$ cat config.mk
export PLATFORM = sky130hd
export DESIGN_NAME = serial_alu_ctrl
export DESIGN_NICKNAME = d
export VERILOG_FILES = /design/src/rtl/serial_alu_ctrl_pkg.sv /design/src/rtl/serial_alu_ctrl_bitslice_alu.sv /design/src/rtl/serial_alu_ctrl.sv
export SDC_FILE = /design/constraint.sdc
export NUM_CORES = 1
export LEC_CHECK = 0
export CAP_MARGIN = 20
export CORE_ASPECT_RATIO = 1.4
export CORE_MARGIN = 2
export CORE_UTILIZATION = 52
export DETAILED_ROUTE_END_ITERATION = 16
export PLACE_DENSITY = 0.78
export SETUP_SLACK_MARGIN = 0.5
export SLEW_MARGIN = 20
export SYNTH_ARGS = -nofsm -noshare
export SYNTH_HDL_FRONTEND = slang
export SYNTH_SLANG_ARGS = --single-unit
$ cat constraint.sdc
create_clock -name clk -period 2.9 [get_ports clk]
set_input_delay 0.58 -clock clk [delete_from_list [all_inputs] [get_ports clk]]
set_output_delay 0.58 -clock clk [all_outputs]
set_load 0.05 [all_outputs]
$ cat src/rtl/serial_alu_ctrl_pkg.sv
// Shared constants for the bit-serial ALU controller:
// ALUctl codes, FSM encoding and counter sizing.
package serial_alu_ctrl_pkg;

  typedef enum logic [1:0] {
    S_IDLE = 2'd0,
    S_RUN  = 2'd1,
    S_DONE = 2'd2
  } state_t;

  localparam logic [3:0] CTL_AND = 4'b0000;
  localparam logic [3:0] CTL_OR  = 4'b0001;
  localparam logic [3:0] CTL_ADD = 4'b0010;
  localparam logic [3:0] CTL_SUB = 4'b0110;
  localparam logic [3:0] CTL_SLT = 4'b0111;
  localparam logic [3:0] CTL_NOR = 4'b1100;

  function automatic int cnt_width(input int w);
    return $clog2(w + 1);
  endfunction

  function automatic logic ctl_legal(input logic [3:0] c);
    return (c == CTL_AND) || (c == CTL_OR)  ||
           (c == CTL_ADD) || (c == CTL_SUB) ||
           (c == CTL_SLT) || (c == CTL_NOR);
  endfunction

endpackage

$ cat src/rtl/serial_alu_ctrl_bitslice_alu.sv
// Combinational 1-bit ALU slice: AND / OR / full add
// with optional inversion of either operand.
module bitslice_alu (
  input  logic       a,
  input  logic       b,
  input  logic       ainvert,
  input  logic       binvert,
  input  logic       carry_in,
  input  logic [1:0] operation,
  output logic       result,
  output logic       carry_out
);

  logic aa;
  logic bb;
  logic sum;

  assign aa        = a ^ ainvert;
  assign bb        = b ^ binvert;
  assign sum       = aa ^ bb ^ carry_in;
  assign carry_out = (aa & bb) | (aa & carry_in) |
                     (bb & carry_in);

  always_comb begin
    result = 1'b0;
    unique case (operation)
      2'b00:   result = aa & bb;
      2'b01:   result = aa | bb;
      default: result = sum;
    endcase
  end

endmodule

$ cat src/rtl/serial_alu_ctrl.sv
// Bit-serial ALU controller: one slice, LSB first,
// WIDTH RUN cycles then a one-cycle DONE pulse.
module serial_alu_ctrl
  import serial_alu_ctrl_pkg::*;
#(
  parameter int WIDTH = 8
) (
  input  logic             clk,
  input  logic             reset,
  input  logic             start,
  input  logic [3:0]       ALUctl,
  input  logic [WIDTH-1:0] A,
  input  logic [WIDTH-1:0] B,
  output logic             busy,
  output logic             done,
  output logic [WIDTH-1:0] Result,
  output logic             CarryOut,
  output logic             Zero,
  output logic             Overflow,
  output logic             Illegal
);

  localparam int CW = cnt_width(WIDTH);

  state_t           state;
  state_t           state_nx;
  logic [WIDTH-1:0] a_sh;
  logic [WIDTH-1:0] b_sh;
  logic [WIDTH-2:0] acc;
  logic [3:0]       ctl;
  logic             carry;
  logic [CW-1:0]    cnt;

  logic             accept;
  logic             last;
  logic             finish;
  logic [1:0]       op;
  logic             s_res;
  logic             s_cout;
  logic             legal;
  logic             arith;
  logic             addsub;
  logic             ovf;
  logic [WIDTH-1:0] shifted;
  logic [WIDTH-1:0] res_fin;

  assign accept = (state == S_IDLE) && start;
  assign last   = (cnt == CW'(WIDTH - 1));
  assign finish = (state == S_RUN) && last;
  assign op     = (ctl[1:0] == 2'b11) ? 2'b10 : ctl[1:0];
  assign legal  = ctl_legal(ctl);
  assign addsub = (ctl == CTL_ADD) || (ctl == CTL_SUB);
  assign arith  = addsub || (ctl == CTL_SLT);

  bitslice_alu u_slice (
    .a         (a_sh[0]),
    .b         (b_sh[0]),
    .ainvert   (ctl[3]),
    .binvert   (ctl[2]),
    .carry_in  (carry),
    .operation (op),
    .result    (s_res),
    .carry_out (s_cout)
  );

  // In the last RUN cycle the carry flop holds carry-in of the MSB.
  assign ovf     = arith & (carry ^ s_cout);
  assign shifted = {s_res, acc};

  always_comb begin
    res_fin = '0;
    if (!legal) begin
      res_fin = '0;
    end else if (ctl == CTL_SLT) begin
      res_fin[0] = s_res ^ ovf;
    end else begin
      res_fin = shifted;
    end
  end

  always_ff @(posedge clk or posedge reset) begin
    if (reset) state <= S_IDLE;
    else       state <= state_nx;
  end

  always_comb begin
    state_nx = state;
    busy     = 1'b0;
    done     = 1'b0;
    unique case (state)
      S_IDLE: if (start) state_nx = S_RUN;
      S_RUN: begin
        busy = 1'b1;
        if (last) state_nx = S_DONE;
      end
      S_DONE: begin
        done     = 1'b1;
        state_nx = S_IDLE;
      end
      default: state_nx = S_IDLE;
    endcase
  end

  always_ff @(posedge clk or posedge reset) begin
    if (reset) begin
      a_sh  <= '0;
      b_sh  <= '0;
      acc   <= '0;
      ctl   <= '0;
      carry <= 1'b0;
      cnt   <= '0;
    end else if (accept) begin
      a_sh  <= A;
      b_sh  <= B;
      acc   <= '0;
      ctl   <= ALUctl;
      carry <= ALUctl[2] & ALUctl[1];
      cnt   <= '0;
    end else if (state == S_RUN) begin
      a_sh  <= a_sh >> 1;
      b_sh  <= b_sh >> 1;
      acc   <= shifted[WIDTH-1:1];
      carry <= arith ? s_cout : 1'b0;
      cnt   <= cnt + CW'(1);
    end
  end

  always_ff @(posedge clk or posedge reset) begin
    if (reset) begin
      Result   <= '0;
      CarryOut <= 1'b0;
      Zero     <= 1'b0;
      Overflow <= 1'b0;
      Illegal  <= 1'b0;
    end else if (finish) begin
      Result   <= res_fin;
      CarryOut <= legal & addsub & s_cout;
      Zero     <= legal & (res_fin == '0);
      Overflow <= legal & ovf;
      Illegal  <= ~legal;
    end
  end

endmodule

# ---- After elaboration in Yosys (flattened, before gate mapping)
# Cells that the tools add are included.
dict set report op_classes {
  n_reduce_logical 15
  add_sub_neg 1
  muxes 21
  bitwise_logic 19
  eq_ne 12
}
# cell count
set op_table {}
lappend op_table {{8-bit two-way mux} 5}
lappend op_table {{7-bit two-way mux} 3}
lappend op_table {{4-bit by 3-bit == test with 1-bit output (second input constant)} 3}
lappend op_table {{1-bit bitwise AND} 9}
lappend op_table {{8-bit logical NOT} 1}
lappend op_table {{4-bit two-way mux} 2}
lappend op_table {{1-bit logical OR} 7}
lappend op_table {{1-bit two-way mux} 6}
lappend op_table {{2-bit two-way mux} 3}
lappend op_table {{1-bit bitwise XOR} 6}
lappend op_table {{4-bit by 1-bit adder with 4-bit output (second input constant)} 1}
lappend op_table {{2-bit by 1-bit == test with 1-bit output (second input constant)} 2}
lappend op_table {{2-bit == test (second input constant)} 2}
lappend op_table {{4-bit by 1-bit == test with 1-bit output (second input constant)} 1}
lappend op_table {{4-bit by 2-bit == test with 1-bit output (second input constant)} 1}
lappend op_table {{4-bit == test (second input constant)} 1}
lappend op_table {{2-bit logical NOT} 2}
lappend op_table {{4-bit logical NOT} 1}
lappend op_table {{2-bit inequality test (second input constant)} 2}
lappend op_table {{2-bit case mux with 2 select lines} 1}
lappend op_table {{1-bit bitwise OR} 3}
lappend op_table {{1-bit logical AND} 2}
lappend op_table {{1-bit case mux with 2 select lines} 1}
lappend op_table {{2-bit AND reduction} 1}
lappend op_table {{2 further kinds} 2}
dict set report word_totals {
  word_cells 80
  out_inout_bits 14
  ff_bits 46
}

# ---- Longest topological paths before layout
dict set report logic_depth {
  word_depth 11
  ltp_mapped 8
}

# ---- Hierarchy
# A second synthesis with hierarchy kept.
dict set report unflattened {
  hier_cells 217
  area_unflattened_um2 2122.0
}
# module cells_per_inst area_each_um2 instances seq_area_each_um2
set modules_own_cells {}
lappend modules_own_cells {serial_alu_ctrl 205 2034.5 1 1151.1}
lappend modules_own_cells {bitslice_alu 12 87.6 1 0.0}

# ---- Worst setup path after synthesis
# OpenSTA, ideal clock, no wires.
dict set report synth_path {
  kind {register -> register}
  from {register ctl[2]}
  to {register Zero}
  setup_slack_ns 0.759
  synth_period_minus_slack_ns 2.141
  setup_time_ns 0.122
  arrival_time_ns 2.019
  n_path_buf 1
  stages_incl_launch_ff 9
  cell_sequence {dfrtp_1 -> buf_4 -> xnor2_2 -> ha_1 -> xnor2_1 -> a21oi_2 -> a211oi_1 -> or3_1 -> a32o_1}
}
dict set report synth_via {
  elab_chain_cells 11
}
# element line_no
set synth_lines {}
lappend synth_lines {{from (decl)} serial_alu_ctrl.sv:30} ;# logic [3:0] ctl;
lappend synth_lines {{from (signal assigned)} serial_alu_ctrl.sv:116} ;# ctl <= ALUctl;
lappend synth_lines {{1-bit bitwise XOR} serial_alu_ctrl_bitslice_alu.sv:19} ;# assign bb = b ^ binvert;
lappend synth_lines {{1-bit bitwise AND} {serial_alu_ctrl_bitslice_alu.sv:21, serial_alu_ctrl_bitslice_alu.sv:27}}
lappend synth_lines {{1-bit bitwise OR (2 in series)} serial_alu_ctrl_bitslice_alu.sv:21} ;# assign carry_out = (aa & bb) | (aa & carry_in) |
lappend synth_lines {{1-bit bitwise XOR} serial_alu_ctrl.sv:67} ;# assign ovf = arith & (carry ^ s_cout);
lappend synth_lines {{1-bit bitwise AND} serial_alu_ctrl.sv:67}
lappend synth_lines {{1-bit bitwise XOR} serial_alu_ctrl.sv:75} ;# res_fin[0] = s_res ^ ovf;
lappend synth_lines {{1-bit two-way mux} serial_alu_ctrl.sv:74} ;# end else if (ctl == CTL_SLT) begin
lappend synth_lines {{8-bit two-way mux} serial_alu_ctrl.sv:72} ;# if (!legal) begin
lappend synth_lines {{8-bit logical NOT} serial_alu_ctrl.sv:138} ;# Zero <= legal & (res_fin == '0);
lappend synth_lines {{1-bit bitwise AND (*)} serial_alu_ctrl.sv:138}
lappend synth_lines {{to (signal assigned)} serial_alu_ctrl.sv:138}
lappend synth_lines {{to (decl)} serial_alu_ctrl.sv:18} ;# output logic Zero,
# Mark *: on every way between the ends. The rest lies on a longest branch, timed or not.
# A chain may end at the register's enable or synchronous reset.

# ---- Final worst setup path
dict set report layout_path {
  from {register state[0]}
  to {output port done}
}
dict set report layout_via {
  elab_chain_cells 2
}
# element line_no
set layout_lines {}
lappend layout_lines {{from (decl)} serial_alu_ctrl.sv:25} ;# state_t state;
lappend layout_lines {{from (signal assigned)} serial_alu_ctrl.sv:83} ;# else state <= state_nx;
lappend layout_lines {{2-bit == test} serial_alu_ctrl.sv:90} ;# unique case (state)
lappend layout_lines {{1-bit two-way mux} serial_alu_ctrl.sv:90}
lappend layout_lines {{to (decl)} serial_alu_ctrl.sv:15} ;# output logic done,
# Every way passes these cells.

==> impl_metrics.env <==
export IMPL_synth_async_reset_ratio_pct=100.0
export IMPL_place_hpwl_um=3057
export IMPL_final_setup_skew_ps=7.907
export IMPL_wire_per_inst_um=14.78
export IMPL_root_buffer="clkbuf_8"
export IMPL_cp_endpoint="done"
export IMPL_cp_depth=2
export IMPL_drtIter0Drc=77
export IMPL_initial_core_util_pct=54.77
export IMPL_antenna_cells=0
export IMPL_crit_arrival_ps=1740
export IMPL_critPathLaunchType="flop"
export IMPL_path_delay_family="buffers and inverters"
export IMPL_ios=37
export IMPL_worstSetupPathType="flop to primary output"
export IMPL_gr_total_overflow=0
export IMPL_post_cts_buffers=0
export IMPL_min_path_type="flop to flop"
export IMPL_cts_max_level=2
export IMPL_p_leak_nw=1.186
export IMPL_grt_pass1_wl_um=7845
export IMPL_finalHoldViolations=0
export IMPL_nets=282
export IMPL_timing_final_crit_period_ps=2315
export IMPL_rsz0062_at_grt="no"
export IMPL_routed_wl_um=4448
export IMPL_worst_slew_pin_slew_ps=691.3
export IMPL_final_cell_mix="46 x dfrtp_1, 39 x nand2_1, 35 x clkdlybuf4s50_1"
export IMPL_fmax_mhz=431.9
export IMPL_setup_viol=0
export IMPL_via_count=1710
export IMPL_cts_tree="built"
export IMPL_first_pass_iters=10
export IMPL_synth_yosys_seq_area_share_pct=52.72
export IMPL_hold_path_cell_count=2
export IMPL_finalPower_mw=3.196
export IMPL_r2r_end="Zero"
export IMPL_dp_slack_ps=583.1
export IMPL_max_stage_delay_ps=830
export IMPL_ir_worst_vdd_v=0.0005078
export IMPL_final_cell_area_sq_um=2750
export IMPL_synth_main_ff_cell="dfrtp_1"
export IMPL_die_x_um=58.77
export IMPL_synth_edf_count=0
export IMPL_ys_types=43
export IMPL_power_density_nw_per_um2=1162
export IMPL_endpoint_kind="primary output"
export IMPL_place_area_sq_um=2590
export IMPL_required_ps=2320
export IMPL_final_common_cell="dfrtp_1"
export IMPL_port_buffers=36
export IMPL_grt_usage_pct=21.51
export IMPL_status="finished, violations left"
export IMPL_rr_worst_depth=7
export IMPL_r2r_start="ctl[2]"
export IMPL_critPathSlowestCell="clkdlybuf4s50_1"
export IMPL_fp_coreArea_sq_um=3986
export IMPL_clk_latency_ps=300
export IMPL_cts_buffers=5
export IMPL_netlist_area_sq_um=2183
export IMPL_crit_chain="nor2b_1, clkdlybuf4s50_1"
export IMPL_synth_top_area_share_pct=52.72
export IMPL_ys_top_cells_by_area="dfrtp_1 53%, nand2_1 6.7%, o21ai_1 6.4%"
export IMPL_yosys_area_top_type="dfrtp_1"
export IMPL_drtAntennaViolNets=0
export IMPL_critPathLaunch="state[0]"
export IMPL_clk_pin_slew_ps=90
export IMPL_syn_to_final_growth_pct=25.96
export IMPL_synthCells=221
export IMPL_cts_sinks=46
export IMPL_syn_num_nets=246
export IMPL_num_rows=27
export IMPL_die_y_um=80.67
export IMPL_setup_tns_ps=0
export IMPL_drive_gt1_share_pct=9.302
export IMPL_max_clock_path_buffers=2
export IMPL_place_gp_congestion=0.8085
export IMPL_grt_max_degree=24
export IMPL_maxCapViolCount=0
export IMPL_drc=1
export IMPL_antenna_found_initial=0
export IMPL_violations="design-rule violations"
export IMPL_path_buf_inv=1
export IMPL_syn_avg_cell_area_sq_um=9.879
export IMPL_synth_seq_cells=46
export IMPL_fin_ws_ps=584.9
export IMPL_finalCritPeriodShare_pct=79.83
export IMPL_crit_fanout=4
export IMPL_via_per_inst=5.681
export IMPL_die_area_sq_um=4741
export IMPL_grt_pass1_vias=1706
export IMPL_drv_slew=0
export IMPL_synth_warnings=0
export IMPL_relSlewSlack_pct=53.80
export IMPL_r2r_slack_ps=630
[per-layer routing]
layer  GRT usage [%]  vias to the layer above  part of all wire (%)
met4           6.364                        0                   1.5
met1           26.25                      807                    43
met2           37.44                       44                    52
li1                -                      852                     -
met3           4.509                        7                   3.5
met5               0                        -                     0
[cell families (layout without fill, tap and decap cells)]
logic type | Yosys count | count (layout) | synth area share, %
compound gates | 77 | 77 | 23.10
mux | 3 | 3 | 1.433
flops | 46 | 46 | 52.72
fa+ha+maj | 3 | 3 | 1.604
buf+inv | 20 | 57 | 3.667
xor+xnor | 3 | 3 | 1.891
simple gates | 69 | 69 | 15.59
[worst min-delay path by stage]
stage,startpoint,to,slack (ps)
detailed placement,cnt[3],cnt[3],470
floorplan,cnt[3],cnt[3],440
global route,a_sh[1],a_sh[1],520
CTS,a_sh[1],a_sh[1],490
global placement,cnt[3],cnt[3],450
finish,Result[1],Result[1],490
[Yosys cell counts (2+ instances only)]
cell type / count
and3b_1: 2
a22o_1: 8
clkbuf_1: 11
mux2i_1: 2
ha_1: 2
inv_2: 2
inv_1: 4
a32o_1: 2
o21ai_1: 28
dfrtp_1: 46
xnor2_2: 2
nand3_1: 3
a22oi_1: 14
a21oi_1: 11
nor2_1: 2
nand2b_1: 3
nor3_1: 2
o21ai_0: 2
nand2_1: 39
nor2b_1: 13
[metrics by stage]
| step | utilization (%) | instances | hold slack [ps] |
|---|---|---|---|
| after floorplan | - | 221 | 437.7 |
| after global placement | 64.97 | 293 | 451.9 |
| after detailed placement | 64.97 | 293 | 466.7 |
| after CTS | 68.42 | 301 | 494.9 |
| after global routing | 68.99 | 301 | 519.0 |
| final | 68.99 | 301 | 487.0 |
[state kept, by name, indices dropped and copies added (netlist names)]
register	flops
Result	8
a_sh	8
b_sh	8
acc	7
cnt	4
ctl	4
state	2
CarryOut	1
Illegal	1
Overflow	1
Zero	1
carry	1
[power breakdown]
group          internal (mW)  switching (mW)
clock network          0.345           0.224
logic                  0.619           0.855
registers              0.903           0.249
total                   1.87            1.33
[tightest hold or removal path, stage by stage, from the launching register on]
cell     delay (ps)
dfrtp_1         350
nand2_1          50
o21ai_1          60
[area by class of cell]
type	count	area [sq um]
fillers	306	1236
flip-flops and latches	46	1151
multi-input cells	155	974.7
repair buffers	43	410.4
clock buffers	5	68.82
clock inverters	3	68.82
well taps	43	53.80
inverters	6	22.52
[timing repair]
item | 4_1_cts | 5_1_grt
gates resized for setup | 0 | 2
hold buffers | 0 | 0
endpoints found under the setup margin | 0 | 1
(Power assumes the default switching activity.)
